===== src/rtl/pe_conv1d_mf.sv =====
// Multi-filter 1-D convolution processing element: holds FILTER_NUM filters, streams one
// ifmap row in, and emits one psum per (output index, filter) over a valid/ready port.
module pe_conv1d_mf #(
  parameter int DATA_W       = 16,
  parameter int PSUM_W       = 16,
  parameter int CONFIG_BIT   = 5,
  parameter int FILTER_NUM   = 2,
  parameter int FILTER_DEPTH = 8,
  parameter int IFMAP_DEPTH  = 16,
  localparam int FID_W       = (FILTER_NUM > 1) ? $clog2(FILTER_NUM) : 1
) (
  input  logic                  clk,
  input  logic                  rstn,
  input  logic                  en,
  input  logic [CONFIG_BIT-1:0] filter_size,
  input  logic [CONFIG_BIT-1:0] ifmap_size,
  input  logic [CONFIG_BIT-1:0] stride,
  input  logic                  filter_wen,
  input  logic [DATA_W-1:0]     filter_din,
  output logic                  filter_ready,
  input  logic                  filter_done,
  input  logic                  start,
  input  logic                  ifmap_wen,
  input  logic [DATA_W-1:0]     ifmap_din,
  output logic                  ifmap_ready,
  output logic [PSUM_W-1:0]     psum_dout,
  output logic [FID_W-1:0]      psum_fid,
  output logic                  psum_valid,
  input  logic                  psum_ready,
  output logic                  busy,
  output logic                  cfg_err,
  output logic [2:0]            dbg_state
);

  // Handshakes: a word moves on a rising edge where en, the valid side (wen/psum_valid)
  // and the ready side are all high; a raised psum_valid holds its payload until then.
  localparam logic [2:0] IDLE = 3'd0, LOAD_F = 3'd1, WAIT_S = 3'd2,
                         LOAD_I = 3'd3, MAC = 3'd4, OUT = 3'd5;
  localparam int FA_W  = (FILTER_NUM * FILTER_DEPTH > 1) ? $clog2(FILTER_NUM * FILTER_DEPTH) : 1;
  localparam int IA_W  = (IFMAP_DEPTH > 1) ? $clog2(IFMAP_DEPTH) : 1;
  localparam int PTR_W = $clog2(FILTER_NUM * FILTER_DEPTH + 1);

  logic [2:0]            state, next;
  logic [PTR_W-1:0]      ptr;
  logic [CONFIG_BIT-1:0] fs_q, is_q, st_q, k;
  logic [CONFIG_BIT:0]   icnt, base;
  logic [FID_W-1:0]      f;
  logic [PSUM_W-1:0]     acc;
  logic [DATA_W-1:0]     fmem [2**FA_W];
  logic [DATA_W-1:0]     imem [2**IA_W];

  logic                       cfg_ok, last_k, last_f, last_o;
  logic signed [2*DATA_W-1:0] prod;

  assign cfg_ok = (filter_size != '0) && (stride != '0) &&
                  (int'(filter_size) <= FILTER_DEPTH) && (int'(ifmap_size) <= IFMAP_DEPTH) &&
                  (filter_size <= ifmap_size);
  assign last_k = (int'(k) + 1 == int'(fs_q));
  assign last_f = (int'(f) == FILTER_NUM - 1);
  // The last output window is the one whose successor would run past the row.
  assign last_o = (int'(base) + int'(st_q) + int'(fs_q) > int'(is_q));
  assign prod   = $signed(fmem[FA_W'(int'(f) * int'(fs_q) + int'(k))]) *
                  $signed(imem[IA_W'(int'(base) + int'(k))]);

  always_ff @(posedge clk or negedge rstn) begin
    if (!rstn) state <= IDLE;
    else       state <= next;
  end

  always_comb begin
    next = state;
    if (en) begin
      case (state)
        IDLE:    if (filter_wen && cfg_ok) next = LOAD_F;
        LOAD_F:  if (filter_done) next = WAIT_S;
        WAIT_S:  if (start) next = LOAD_I;
                 else if (!filter_done) next = IDLE;
        LOAD_I:  if (ifmap_wen && (int'(icnt) + 1 == int'(is_q))) next = MAC;
        MAC:     if (last_k) next = OUT;
        OUT:     if (psum_ready) next = (last_f && last_o) ? WAIT_S : MAC;
        default: next = IDLE;
      endcase
    end
  end

  always_comb begin
    filter_ready = (state == IDLE) ||
                   ((state == LOAD_F) && (int'(ptr) < FILTER_NUM * int'(fs_q)));
    ifmap_ready  = (state == LOAD_I) && (int'(icnt) < int'(is_q));
    busy         = (state != IDLE);
    dbg_state    = state;
  end

  assign psum_dout = acc;
  assign psum_fid  = f;

  always_ff @(posedge clk or negedge rstn) begin
    if (!rstn) begin
      ptr <= '0; fs_q <= '0; is_q <= '0; st_q <= '0; cfg_err <= 1'b0;
      icnt <= '0; k <= '0; f <= '0; base <= '0; acc <= '0; psum_valid <= 1'b0;
    end else if (en) begin
      case (state)
        IDLE: if (filter_wen) begin
          if (cfg_ok) begin
            fs_q <= filter_size; is_q <= ifmap_size; st_q <= stride;
            ptr  <= PTR_W'(1);
          end else begin
            cfg_err <= 1'b1;
          end
        end
        LOAD_F: if (filter_wen && filter_ready) ptr <= ptr + PTR_W'(1);
        WAIT_S: if (start) icnt <= '0;
        LOAD_I: begin
          if (ifmap_wen && ifmap_ready) icnt <= icnt + 1'b1;
          k <= '0; f <= '0; base <= '0;
        end
        MAC: begin
          acc <= ((k == '0) ? '0 : acc) + PSUM_W'(prod);
          if (last_k) begin
            k          <= '0;
            psum_valid <= 1'b1;
          end else begin
            k <= k + 1'b1;
          end
        end
        OUT: if (psum_ready) begin
          psum_valid <= 1'b0;
          if (last_f) begin
            f    <= '0;
            base <= base + (CONFIG_BIT+1)'(st_q);
          end else begin
            f <= f + 1'b1;
          end
        end
        default: ;
      endcase
    end
  end

  // Scratchpads carry no reset; a fresh filter load zeroes every tap first.
  always_ff @(posedge clk) begin
    if (en) begin
      if (state == IDLE && filter_wen && cfg_ok) begin
        for (int i = 0; i < 2**FA_W; i++) fmem[i] <= '0;
        fmem[0] <= filter_din;
      end else if (state == LOAD_F && filter_wen && filter_ready) begin
        fmem[FA_W'(ptr)] <= filter_din;
      end
      if (state == LOAD_I && ifmap_wen && ifmap_ready) imem[IA_W'(icnt)] <= ifmap_din;
    end
  end

endmodule


===== config.mk =====
export PLATFORM = sky130hd
export DESIGN_NAME = pe_conv1d_mf
export DESIGN_NICKNAME = d
export VERILOG_FILES = /design/src/rtl/pe_conv1d_mf.sv
export SDC_FILE = /design/constraint.sdc
export NUM_CORES = 1
export LEC_CHECK = 0
export ABC_AREA = 1
export CAP_MARGIN = 20
export CORE_MARGIN = 5
export CORE_UTILIZATION = 45
export DETAILED_ROUTE_END_ITERATION = 8
export DONT_BUFFER_PORTS = 1
export HOLD_SLACK_MARGIN = 0.06
export PLACE_DENSITY = 0.68
export SYNTH_ARGS = -nofsm -noshare
export SYNTH_HDL_FRONTEND = slang
export SYNTH_SLANG_ARGS = --single-unit

===== constraint.sdc =====
create_clock -name clk -period 16 [get_ports clk]
set_input_delay 4 -clock clk [delete_from_list [all_inputs] [get_ports clk]]
set_output_delay 4 -clock clk [all_outputs]
set_load 0.02 [all_outputs]

# ---- After elaboration in Yosys (flattened, before gate mapping)
# Memory sizes are Yosys's and may differ from the RTL's.
# Index checks and enable logic that the tools add are counted.
dict set report word_totals {
  ff_bits 59
  latchBits 0
  ram_bits 512
  rom_bits 0
  in_bits 55
  output_inout_bits 25
  word_cells 136
  mem_count 2
}
# name words word_bits rd rd_ports_with_merged_regs write_ports line
set mem_list {}
lappend mem_list {fmem 16 16 1 0 16 49} ;# logic [DATA_W-1:0] fmem [2**FA_W];
lappend mem_list {imem 16 16 1 0 1 50} ;# logic [DATA_W-1:0] imem [2**IA_W];
dict set report op_classes {
  addsub 12
  mul 2
  div 0
  order_cmp 6
  n_eq_ne 19
  shifts 0
  muxes 42
  bitwise 2
  reduce_logical 39
}
# op n
set ops {}
lappend ops {{$mux W16} 3}
lappend ops {{$mux W3} 8}
lappend ops {{$mux W6} 4}
lappend ops {{$pmux W6 S2} 2}
lappend ops {{$ne A2 B2 Y1 const B} 11}
lappend ops {{$mux W5} 4}
lappend ops {{$pmux W5 S2} 2}
lappend ops {{$reduce_and A4 Y1} 5}
lappend ops {{$pmux W3 S6} 1}
lappend ops {{$logic_and A1 B1 Y1} 17}
lappend ops {{$add A16 B16 Y16} 1}
lappend ops {{$mul A16 B16 Y16} 1}
lappend ops {{$reduce_or A16 Y1} 1}
lappend ops {{$mux W1} 15}
lappend ops {{$add A5 B1 Y5 const B} 2}
lappend ops {{$reduce_bool A2 Y1} 5}
lappend ops {{$reduce_bool A5 Y1} 2}
lappend ops {{$add A4 B4 Y4} 2}
lappend ops {{$add A7 B5 Y8} 1}
lappend ops {{$gt A8 B5 Y1} 1}
lappend ops {{$add A6 B1 Y7 const B} 1}
lappend ops {{$add A6 B5 Y7} 1}
lappend ops {{$eq A7 B5 Y1} 1}
lappend ops {{$reduce_and A7 Y1} 1}
lappend ops {{26 further kinds} 30}

# ---- Logic depth before layout (Yosys ltp)
# Gate-level depths: netlist (run 1).
dict set report depth {
  ltp_word 11
  depth_mapped 38
  mapped_depth_nobuf 36
}

# ---- Worst setup path before layout (run 1)
# No wires, ideal clock.
dict set report synth_timing {
  path_type {reg-to-reg}
  start {register k[0]}
  end {register acc[15], in the netlist psum_dout[15]}
  setup_ns 0.117
  arrival_time_ns 6.588
  required_time_ns 15.883
  path_slack_ns 9.295
  path_stages_with_launch 38
  n_path_buf 4
  period_less_slack_ns 6.705
  cell_sequence {dfrtp_1 ha_1 fa_1 buf_4 inv_2 buf_4 buf_2 nand3_1 nand2_1 nand2_1 nand2_1 nand2_1 nand2_1 clkbuf_1 inv_1 nand2_1 fa_1 fa_1 [2 not listed] fa_1 inv_1 fa_1 fa_1 inv_1 ha_1 nand4_1 inv_1 nand2_1 o211ai_1 a31oi_1 inv_1 nand3_1 nand2_1 inv_1 nand2_1 nand3_1 nand2_1}
}
dict set report synth_between {
  elab_chain_cells 4
  elab_cells_between_ends 8
  classes_between {3 x add/sub; 1 x mul; 1 x mux; 1 x reduce/logical; 2 x memory}
}
# item line
set synth_rtl {}
lappend synth_rtl {{start, declared} 45} ;# logic [CONFIG_BIT-1:0] fs_q, is_q, st_q, k;
lappend synth_rtl {{start signal, assigned} 123} ;# k <= k + 1'b1;
lappend synth_rtl {{$add A4 B4 Y4 (on tied branches)} {62, 63}}
lappend synth_rtl {{$mem_v2 Z16 W16 (on tied branches)} -}
lappend synth_rtl {{$mul A16 B16 Y16} 62} ;# assign prod = $signed(fmem[FA_W'(int'(f) * int'(fs_q) + int'(k))]) *
lappend synth_rtl {{$add A16 B16 Y16 (*)} 118} ;# acc <= ((k == '0) ? '0 : acc) + PSUM_W'(prod);
lappend synth_rtl {{end signal, assigned} 118}
lappend synth_rtl {{end, declared} 48} ;# logic [PSUM_W-1:0] acc;
# Mark *: on every way between the ends. The rest lies on a longest branch, timed or not.
# A chain may end at the register's enable or synchronous reset.

# ---- Worst setup path after layout (run 1)
# Same ends and word-level chain as after synthesis.

==> impl_summary.log, run 1 <==
INFO  metric run_status = completed
INFO  metric critical_path.startpoint_type = flop
INFO  metric max_clock_freq = 0.122 GHz
INFO  metric cts_setup_buffers = 0
INFO  metric area_of_the_die = 74,400 um2
INFO  metric wl_per_cell = 18.9 um
INFO  metric timing.critical_path.arrival = 8.73 ns
INFO  metric highest_layer = met4
INFO  metric ys_types = 48
INFO  metric postSynthRegisterBits = 571
INFO  metric finalHoldViolCount = 0
INFO  metric tritoncts = done
INFO  metric fin_crit = 8.20 ns
INFO  metric synth_warnings = 0
INFO  metric first_global_vias = 21,758
INFO  metric grt.total_usage = 21.4%
INFO  metric ios = 80
INFO  metric finalMaxSlewViolations = 0
INFO  metric dr_total_vias = 22,251
INFO  metric grt_antenna_before_repair = 0
INFO  metric postCtsResizedCells = 0
INFO  metric ys.flop_type = edfxtp_1
INFO  metric post-synth-top-area-fraction = 49.5%
INFO  metric global_route_wire_length_before_repair = 125,000 um
INFO  metric mappedNetlistNets = 3,589
INFO  metric setup.worst_path.end_class = flop
INFO  metric cts.path.max_buffers = 3
INFO  metric max_slew_margin = 38.5%
INFO  metric start_util = 45.3%
INFO  metric numClockSinks = 571
INFO  metric post_synth_main_area_contributors = edfxtp_1 49%, nand2_1 13%, fa_1 6.6%
INFO  metric synthMostInstantiatedCell = nand2_1
INFO  metric detail_route.wirelength = 80,100 um
INFO  metric ant_nets = 0
INFO  metric maximum_number_of_pins_on_one_net_before_global_route_repair = 85
INFO  metric syn2layout_area_growth = 7.72%
INFO  metric synth_area_per_cell = 9.36 um2
INFO  metric antenna_cells = 0
INFO  metric globalRouteOverflowTotal = 0
INFO  metric met3_wire_length = 6260 um
INFO  metric detail_route.drc_violations = 0
INFO  metric setup.worst_path.class = flop to flop
INFO  metric number_of_buffers_created_by_cts = 59
INFO  metric h_tree_depth = 2
INFO  metric worst_hold_path_type = flop to flop
INFO  metric die_width = 273 um
INFO  metric drt-met1-wl = 33,000 um
INFO  metric cts_hold_buffers = 0
INFO  metric cts.root.buffer_cell = clkbuf_16
INFO  metric row_count = 96
INFO  metric design.core.area = 68,600 um2
INFO  metric worstSkewPairLatency = 0.64 ns
INFO  metric timing.final.crit_share = 51.2%
INFO  metric totalNegativeSetupSlack = 0 ns
INFO  metric synth-edff-count = 512
INFO  metric rsz0062_at_grt = false
INFO  metric drive_gt1_share = 5.58%
INFO  metric yosysSeqAreaShare = 54.2%
INFO  metric crit_path_top_delay_cell = dfrtp_1
INFO  metric die_height = 273 um
INFO  metric utilization_of_the_core_after_routing = 48.8%
INFO  metric synthesis.area = 31,100 um2
INFO  metric syn_inst = 3,322
INFO  metric slew_at_the_pin_closest_to_its_max_slew_limit = 0.923 ns
INFO  metric fin_nets = 3,539
INFO  metric number_of_buffers_inserted_by_port_buffering = 0
INFO  metric vias_per_cell = 5.24
INFO  metric routed-wl-met2 = 37,800 um
INFO  metric drv_cap = 0
INFO  metric cp_slowest_stage_delay = 0.58 ns
INFO  metric postLayoutSetupSlackWorst = 7.80 ns
INFO  metric synth_top_cells_by_count = 1,110 x nand2_1, 512 x edfxtp_1, 406 x nor2_1
INFO  metric first_pass_iters = 5
INFO  metric drtIter0Drc = 2,204
INFO  metric place.detailed.hpwl = 52,300 um
INFO  metric clock_transition_at_path_regs = 0.06 ns
INFO  metric ff_to_ff_setup_slack = 7.80 ns
INFO  metric routabilityCongestion = 0.939
INFO  metric crit_path_max_fanout = 37
INFO  metric async_flop_share = 10.3%
INFO  metric fin_worst_skew = 0.0240 ns
INFO  metric final-setup-viol-count = 0
INFO  metric post-place-ws = 7.83 ns
INFO  metric yosysTopAreaCell = edfxtp_1
INFO  metric worstPathRequired = 16.53 ns
==> routing by layer <==
metal	GRT usage (%)	vias up
li1	-	10621
met1	28.6	10600
met2	35.6	867
met3	3.58	163
met4	7.57	0
met5	0	-
==> final timing paths <==
path	startpoint	end	cells past startpoint
worst min-delay path	is_q[1]	is_q[1]	2
max in group asynchronous	rstn	st_q[2]	0
worst min register to register	is_q[1]	is_q[1]	2
worst max-delay path	k[0]	psum_dout[15]	36
worst max register to register	k[0]	psum_dout[15]	36
min in group asynchronous	rstn	psum_dout[6]	0
==> stage by stage <==
stage / cell area [um2] / hold WS [ns] / cells
final: 33500 / 0.494 / 4244
after global routing: 33500 / 0.520 / 4244
after CTS: 33500 / 0.493 / 4243
after detailed placement: 31800 / 0.478 / 4141
after global placement: 31700 / 0.466 / 4139
after floorplan: 31100 / 0.453 / 3322
==> critical path, delay by kind of cell (launching register included) <==
family | cells | cell delay, ns
compound gates | 5 | 0.95
fa+ha+maj | 9 | 3.73
flops | 1 | 0.58
simple gates | 11 | 0.87
buf+inv | 11 | 1.94
==> layout make-up <==
cell class,instances,area [um2]
clock buffer,79,1550
clock inverter,23,145
fill,6313,35100
inverter,335,1260
multi-input combinational,2272,12200
sequential,571,16900
tap,931,1160
timing repair buffer,33,273
==> kinds of logic (layout without fill, tap and decap cells) <==
logic type / Yosys count / count (layout) / synth area share (%)
compound gates: 130 / 130 / 2.43
xor+xnor: 26 / 26 / 0.781
fa+ha+maj: 212 / 212 / 11.0
buf+inv: 479 / 470 / 6.70
flops: 571 / 571 / 54.2
mux: 1 / 1 / 0.0362
simple gates: 1903 / 1903 / 24.8
==> registers in the layout, indices dropped and copies added (netlist names) <==
register and cells:
psum_fid 1, dbg_state 3, is_q 5, fs_q 5
cfg_err 1, psum_valid 1, fmem 256, st_q 5
base 6, icnt 6, ptr 5, k 5
imem 256, psum_dout 16
==> layout by cell type, fill, tap and decap left out, types with 12 or more instances in the layout <==
cell       count
nand2_1     1110
edfxtp_1     512
nor2_1       390
inv_1        320
nand3_1      319
ha_1         108
fa_1         100
dfrtp_1       59
clkbuf_16     59
o21ai_0       56
buf_4         30
a21oi_1       27
nor2_2        27
nand2_2       23
xor2_1        21
clkbuf_1      20
nor3_1        13
inv_2         12
Power of run 1 is left out: the tool's default activity adds up to more than one toggle a clock period on the data nets, which glitch-free logic cannot reach.
==> inputs of run 2 (changes only) <==
Settings changed: ABC_AREA 1 to 0.
Clock period 16 ns to 8.5 ns, I/O delays scaled along.
==> run 2 against run 1 <==
Net effect: routed wire length down 15%; utilization up 0.92 points; hold slack better by 0.075 ns; register-to-register slack worse by 7.1 ns; count of clock-buffer cells in the layout down 3; critical endpoint unchanged; largest cell class unchanged.
==> impl_summary.log, run 2 <==
INFO  metric synthMostInstantiatedCell = edfxtp_1 (was nand2_1)
INFO  metric cp_slowest_stage_delay = 0.59 ns (was 0.58 ns)
INFO  metric first_pass_iters = 5 (unchanged)
INFO  metric die_width = 269 um (was 273 um)
INFO  metric timing.hold.worst.start = icnt[5] (was is_q[1])
INFO  metric maximum_number_of_pins_on_one_net_before_global_route_repair = 65 (was 85)
INFO  metric number_of_buffers_inserted_by_port_buffering = 0 (unchanged)
INFO  metric drive_gt1_share = 15.5% (was 5.58%)
INFO  metric drtIter0Drc = 1,221 (was 2,204)
INFO  metric synth-edff-count = 512 (unchanged)
INFO  metric worstReg2RegStart = k[0] (unchanged)
INFO  metric worst-path-buf-inv = 3 (was 11)
INFO  metric setup.worst_path.end_class = flop (unchanged)
INFO  metric worstPathRequired = 9.03 ns (was 16.53 ns)
INFO  metric rsz0062_at_grt = false (unchanged)
INFO  metric dr_total_vias = 16,341 (was 22,251)
INFO  metric first_global_vias = 17,611 (was 21,758)
INFO  metric totalNegativeSetupSlack = 0 ns (unchanged)
INFO  metric fin_worst_skew = 0.0714 ns (was 0.0240 ns)
INFO  metric timing.final.crit_share = 92.1% (was 51.2%)
INFO  metric cts_setup_buffers = 0 (unchanged)
INFO  metric mostFrequentLayoutCell = edfxtp_1 (was nand2_1)
INFO  metric min_delay_path_depth = 2 (unchanged)
INFO  metric finalHoldViolCount = 0 (unchanged)
INFO  metric critical_path.top_delay_family = adder cells (unchanged)
INFO  metric worst_hold_path_type = flop to flop (unchanged)
INFO  metric synthesis.area = 30,200 um2 (was 31,100 um2)
INFO  metric start_util = 45.1% (was 45.3%)
INFO  metric drv_cap = 0 (unchanged)
INFO  metric max_slew_margin = 26.0% (was 38.5%)
INFO  metric finalMaxSlewViolations = 0 (unchanged)
INFO  metric post-place-ws = 0.575 ns (was 7.83 ns)
INFO  metric synth_warnings = 0 (unchanged)
INFO  metric crit_path_max_fanout = 25 (was 37)
INFO  metric slew_at_the_pin_closest_to_its_max_slew_limit = 1.11 ns (was 0.923 ns)
INFO  metric area_of_the_die = 72,400 um2 (was 74,400 um2)
INFO  metric crit_path_top_delay_cell = mux2i_1 (was dfrtp_1)
INFO  metric die_height = 269 um (was 273 um)
INFO  metric grt_util_met1 = 24.9% (was 28.6%)
INFO  metric yosysSeqAreaShare = 55.8% (was 54.2%)
INFO  metric final.fill_count = 5,512 (was 6,313)
INFO  metric globalRouteOverflowTotal = 0 (unchanged)
INFO  metric max_clock_freq = 0.128 GHz (was 0.122 GHz)
INFO  metric postLayoutSetupSlackWorst = 0.674 ns (was 7.80 ns)
INFO  metric grt.total_usage = 19.2% (was 21.4%)
INFO  metric antenna_cells = 0 (unchanged)
INFO  metric utilization_of_the_core_after_routing = 49.7% (was 48.8%)
INFO  metric most-common-layout-cells = 512 x edfxtp_1, 261 x and2_1, 177 x inv_1 (was 1,110 x nand2_1, 512 x edfxtp_1, 390 x nor2_1)
INFO  metric timing.critical_path.arrival = 8.35 ns (was 8.73 ns)
INFO  metric ys_types = 62 (was 48)
INFO  metric postCtsResizedCells = 0 (unchanged)
INFO  metric post_synth_main_area_contributors = edfxtp_1 51%, mux4_2 8.7%, fa_1 6.8% (was edfxtp_1 49%, nand2_1 13%, fa_1 6.6%)
INFO  metric synth_top_cells_by_count = 512 x edfxtp_1, 261 x and2_1, 177 x inv_1 (was 1,110 x nand2_1, 512 x edfxtp_1, 406 x nor2_1)
INFO  metric syn2layout_area_growth = 10.2% (was 7.72%)
INFO  metric peak_usage_layer_in_the_global_routing_report = met2 (unchanged)
INFO  metric wl_per_cell = 22.7 um (was 18.9 um)
INFO  metric detail_route.wirelength = 68,200 um (was 80,100 um)
INFO  metric routabilityCongestion = 0.860 (was 0.939)
INFO  metric fin_nets = 2,342 (was 3,539)
INFO  metric cts.root.buffer_cell = clkbuf_16 (unchanged)
INFO  metric fin_crit = 7.83 ns (was 8.20 ns)
INFO  metric clock_transition_at_path_regs = 0.07 ns (was 0.06 ns)
INFO  metric timing.reg2reg.worst_path_depth = 25 (was 36)
INFO  metric detail_route.drc_violations = 0 (unchanged)
INFO  metric cts_hold_buffers = 0 (unchanged)
INFO  metric ys.flop_type = edfxtp_1 (unchanged)
INFO  metric worstReg2RegEnd = psum_dout[15] (unchanged)
INFO  metric yosysTopAreaCell = edfxtp_1 (unchanged)
INFO  metric design.core.area = 66,900 um2 (was 68,600 um2)
INFO  metric cts.path.max_buffers = 3 (unchanged)
INFO  metric ios = 80 (unchanged)
INFO  metric run_status = completed (unchanged)
INFO  metric grt.met2_usage = 34.5% (was 35.6%)
INFO  metric mappedNetlistNets = 2,322 (was 3,589)
INFO  metric final-setup-viol-count = 0 (unchanged)
INFO  metric global_route.usage.met3 = 3.18% (was 3.58%)
INFO  metric place.detailed.hpwl = 45,100 um (was 52,300 um)
INFO  metric worstSkewPairLatency = 0.65 ns (was 0.64 ns)
INFO  metric numClockSinks = 571 (unchanged)
INFO  metric syn_inst = 2,055 (was 3,322)
INFO  metric async_flop_share = 10.3% (unchanged)
INFO  metric worst_hold_path.endpoint = icnt[5] (was is_q[1])
INFO  metric postSynthRegisterBits = 571 (unchanged)
INFO  metric grt_antenna_before_repair = 0 (unchanged)
INFO  metric ant_nets = 0 (unchanged)
INFO  metric synth_area_per_cell = 14.7 um2 (was 9.36 um2)
INFO  metric critical_path.startpoint_type = flop (unchanged)
INFO  metric global_route_wire_length_before_repair = 106,000 um (was 125,000 um)
INFO  metric vias_per_cell = 5.45 (was 5.24)
INFO  metric post-synth-top-area-fraction = 50.9% (was 49.5%)
INFO  metric setup.worst_path.class = flop to flop (unchanged)
INFO  metric tritoncts = done (unchanged)
INFO  metric row_count = 95 (was 96)
INFO  metric ff_to_ff_setup_slack = 0.67 ns (was 7.80 ns)
INFO  metric h_tree_depth = 2 (unchanged)
INFO  metric number_of_buffers_created_by_cts = 58 (was 59)
==> run 2: cell types whose count changed after synthesis, moves of 20 or more <==
cell | before | now
mux2i_1 | 0 | 73
nand2b_1 | 0 | 22
and2_1 | 0 | 261
mux4_2 | 0 | 117
nor2b_1 | 0 | 45
nor2_1 | 406 | 88
buf_4 | 33 | 4
nand3_1 | 320 | 14
nand2_2 | 23 | 1
or2_2 | 1 | 21
nand2_1 | 1110 | 86
buf_2 | 55 | 16
inv_1 | 320 | 177
xnor2_1 | 3 | 49
==> run 2: worst max path at each step <==
stage / end / from / slack, ns / cells past startpoint
after floorplan: psum_dout[15] / psum_fid / 0.99 / 30
after global placement: psum_dout[15] / k[0] / 0.64 / 25
after detailed placement: psum_dout[15] / k[0] / 0.58 / 25
after CTS: psum_dout[15] / k[0] / 0.58 / 25
after global routing: psum_dout[15] / k[0] / 0.23 / 25
final: psum_dout[15] / k[0] / 0.67 / 25
==> run 2: cell families after synthesis <==
logic type               share of synthesized area, %
buffers and inverters                            4.15
XOR/XNOR                                         2.29
AND/OR/NAND/NOR                                  10.3
adder cells (fa/ha/maj)                          11.3
AO/OA/AOI/OAI                                    2.84
flip-flops                                       55.8
multiplexers                                     13.3
==> run 2: tightest hold or removal path, stage by stage, from the launching register on <==
cell and delay (ns):
dfrtp_1 0.40, nand2_1 0.07, o31ai_1 0.06
==> run 2: area by class of cell <==
class | count | area [um2] | share of cell area [%]
Sequential cell | 571 | 16900 | 50.6
Timing Repair Buffer | 55 | 592 | 1.78
Clock buffer | 76 | 1540 | 4.62
Inverter | 177 | 664 | 2.00
Tap cell | 873 | 1090 | 3.28
Multi-Input combinational cell | 1212 | 12200 | 36.6
Clock inverter | 34 | 368 | 1.11
==> run 2: metal layers <==
metal,part of all wire (%),vias to the layer above
met5,0,-
met4,1.6,0
met2,52,400
met1,41,8499
met3,5.1,74
li1,-,7368
==> run 2: metrics by stage <==
step	cells	hold slack (ns)	cell area (um2)
floorplan	2055	0.508	30200
global placement	2882	0.543	31200
detailed placement	2888	0.551	31400
CTS	2998	0.567	33300
global route	2998	0.597	33300
finish	2998	0.569	33300
Power of run 2 is left out for the same reason.
==> inputs of run 3 (changes only) <==
Settings changed: ABC_AREA 0 to 1.
==> run 3 against run 2 <==
Net effect: clock skew decreased by 0.047 ns; critical path depth increased by 9; critical endpoint unchanged; global-route usage increased by 2.3 points; routed wire length increased by 17%; utilization decreased by 0.43 points; die area increased by 2.8%.
==> impl_summary.log, run 3 (synthesis results as in run 1) <==
INFO  metric run_status = completed (unchanged)
INFO  metric routabilityCongestion = 0.907 (was 0.860)
INFO  metric setup.worst_path.start = k[0] (unchanged)
INFO  metric fin_worst_skew = 0.0243 ns (was 0.0714 ns)
INFO  metric area_of_the_die = 74,400 um2 (was 72,400 um2)
INFO  metric globalRouteOverflowTotal = 0 (unchanged)
INFO  metric dpl.cell_count = 4,148 (was 2,888)
INFO  metric number_of_standard_cells_in_the_layout_taps_in_and_fillers_out = 4,256 (was 2,998)
INFO  metric drv_cap = 0 (unchanged)
INFO  metric ios = 80 (unchanged)
INFO  metric setup.worst_path.class = flop to flop (unchanged)
INFO  metric detail_route.drc_violations = 0 (unchanged)
INFO  metric worstPathRequired = 9.03 ns (about the same)
INFO  metric postCtsResizedCells = 0 (unchanged)
INFO  metric totalNegativeSetupSlack = 0 ns (unchanged)
INFO  metric number_of_buffers_inserted_by_port_buffering = 0 (unchanged)
INFO  metric max_slew_margin = 34.3% (was 26.0%)
INFO  metric wl_per_cell = 18.7 um (was 22.7 um)
INFO  metric finalMaxSlewViolations = 0 (unchanged)
INFO  metric worstReg2RegStart = k[0] (unchanged)
INFO  metric max_clock_freq = 0.127 GHz (was 0.128 GHz)
INFO  metric finalHoldViolCount = 0 (unchanged)
INFO  metric timing.final.crit_share = 92.3% (was 92.1%)
INFO  metric tritoncts = done (unchanged)
INFO  metric fin_nets = 3,547 (was 2,342)
INFO  metric crit_path_max_fanout = 62 (was 25)
INFO  metric setup.worst_path.end_class = flop (unchanged)
INFO  metric critical_path.startpoint_type = flop (unchanged)
INFO  metric crit_path_top_delay_cell = buf_4 (was mux2i_1)
INFO  metric timing.critical_path.arrival = 8.37 ns (was 8.35 ns)
INFO  metric first_pass_iters = 5 (unchanged)
INFO  metric numClockSinks = 571 (unchanged)
INFO  metric most-common-layout-cells = 1,110 x nand2_1, 512 x edfxtp_1, 390 x nor2_1 (was 512 x edfxtp_1, 261 x and2_1, 177 x inv_1)
INFO  metric start_util = 45.3% (was 45.1%)
INFO  metric cts.root.buffer_cell = clkbuf_16 (unchanged)
INFO  metric multiInputGateArea = 12,200 um2 (about the same)
INFO  metric mostFrequentLayoutCell = nand2_1 (was edfxtp_1)
INFO  metric vias_per_cell = 5.24 (was 5.45)
INFO  metric row_count = 96 (was 95)
INFO  metric antenna_cells = 0 (unchanged)
INFO  metric first_global_vias = 21,857 (was 17,611)
INFO  metric grt.total_usage = 21.4% (was 19.2%)
INFO  metric cts_hold_buffers = 0 (unchanged)
INFO  metric die_height = 273 um (was 269 um)
INFO  metric ant_nets = 0 (unchanged)
INFO  metric maximum_number_of_pins_on_one_net_before_global_route_repair = 129 (was 65)
INFO  metric h_tree_depth = 2 (unchanged)
INFO  metric cts_setup_buffers = 0 (unchanged)
INFO  metric worstSkewPairLatency = 0.65 ns (about the same)
INFO  metric drive_gt1_share = 6.11% (was 15.5%)
INFO  metric rsz0062_at_grt = false (unchanged)
INFO  metric drtIter0Drc = 2,191 (was 1,221)
INFO  metric timing.hold.worst.start = is_q[4] (was icnt[5])
INFO  metric worst_hold_path_type = flop to flop (unchanged)
INFO  metric place.detailed.hpwl = 51,900 um (was 45,100 um)
INFO  metric grt_antenna_before_repair = 0 (unchanged)
INFO  metric cts.path.max_buffers = 3 (unchanged)
INFO  metric clock_transition_at_path_regs = 0.07 ns (about the same)
INFO  metric die_width = 273 um (was 269 um)
INFO  metric syn2layout_area_growth = 8.78% (was 10.2%)
INFO  metric slew_at_the_pin_closest_to_its_max_slew_limit = 0.985 ns (was 1.11 ns)
INFO  metric fin_crit = 7.84 ns (was 7.83 ns)
INFO  metric final.fill_count = 6,291 (was 5,512)
INFO  metric number_of_buffers_created_by_cts = 60 (was 58)
INFO  metric final-setup-viol-count = 0 (unchanged)
INFO  metric dr_total_vias = 22,310 (was 16,341)
INFO  metric timing.hold.ws = 0.490 ns (was 0.569 ns)
INFO  metric cp_slowest_stage_delay = 0.63 ns (was 0.59 ns)
INFO  metric design.core.area = 68,600 um2 (was 66,900 um2)
INFO  metric seqCellArea = 16,900 um2 (unchanged)
INFO  metric global_route_wire_length_before_repair = 125,000 um (was 106,000 um)
INFO  metric detail_route.wirelength = 79,700 um (was 68,200 um)
## run 3: cell count changes in the layout (fill, tap and decap cells not counted), moves of 19 or more
cell      delta
nand3_1    +305
nor2_1     +304
nand2b_1    -22
mux2i_1     -73
nand2_1   +1024
xnor2_1     -45
mux4_2     -117
nor2b_1     -45
inv_1      +143
nor2_2      +25
and2_1     -261
mux2_2      -19
or2_2       -20
nand2_2     +22
## run 3: final timing paths
path / depth (start not counted) / slack [ns] / endpoint
max: 34 / 0.66 / psum_dout[15]
min: 2 / 0.49 / is_q[4]
max reg2reg: 34 / 0.66 / psum_dout[15]
min reg2reg: 2 / 0.49 / is_q[4]
max in group asynchronous: 0 / 7.17 / ptr[3]
min in group asynchronous: 0 / 1.19 / psum_dout[2]
## run 3: stage by stage
step / worst slack (ns) / util (%) / instance area, um2
finish: 0.656 / 49.3 / 33800
global route: 0.165 / 49.3 / 33800
CTS: 0.758 / 49.3 / 33800
detailed placement: 0.769 / 46.4 / 31900
global placement: 0.845 / 46.4 / 31900
floorplan: 1.79 / - / 31100
## run 3: final cells by class
type,count,share of cell area (%)
Tap cell,931,3.45
Sequential cell,571,49.8
Multi-Input combinational cell,2272,36.2
Timing Repair Buffer,40,1.04
Inverter,335,3.73
Clock buffer,71,4.56
Clock inverter,36,1.20
## run 3: metal layers
metal	track usage, %	part of all wire [%]
met5	0	0
met4	7.07	3.5
met3	3.29	7.1
met2	35.3	47
met1	29.4	42
## run 3: critical path, delay by kind of cell (launching register included)
kind | cells | cell delay [ns]
AO/OA/AOI/OAI | 5 | 0.98
AND/OR/NAND/NOR | 11 | 0.92
flip-flops | 1 | 0.51
buffers and inverters | 9 | 1.35
adder cells (fa/ha/maj) | 9 | 3.91
Power of run 3 is left out for the same reason.
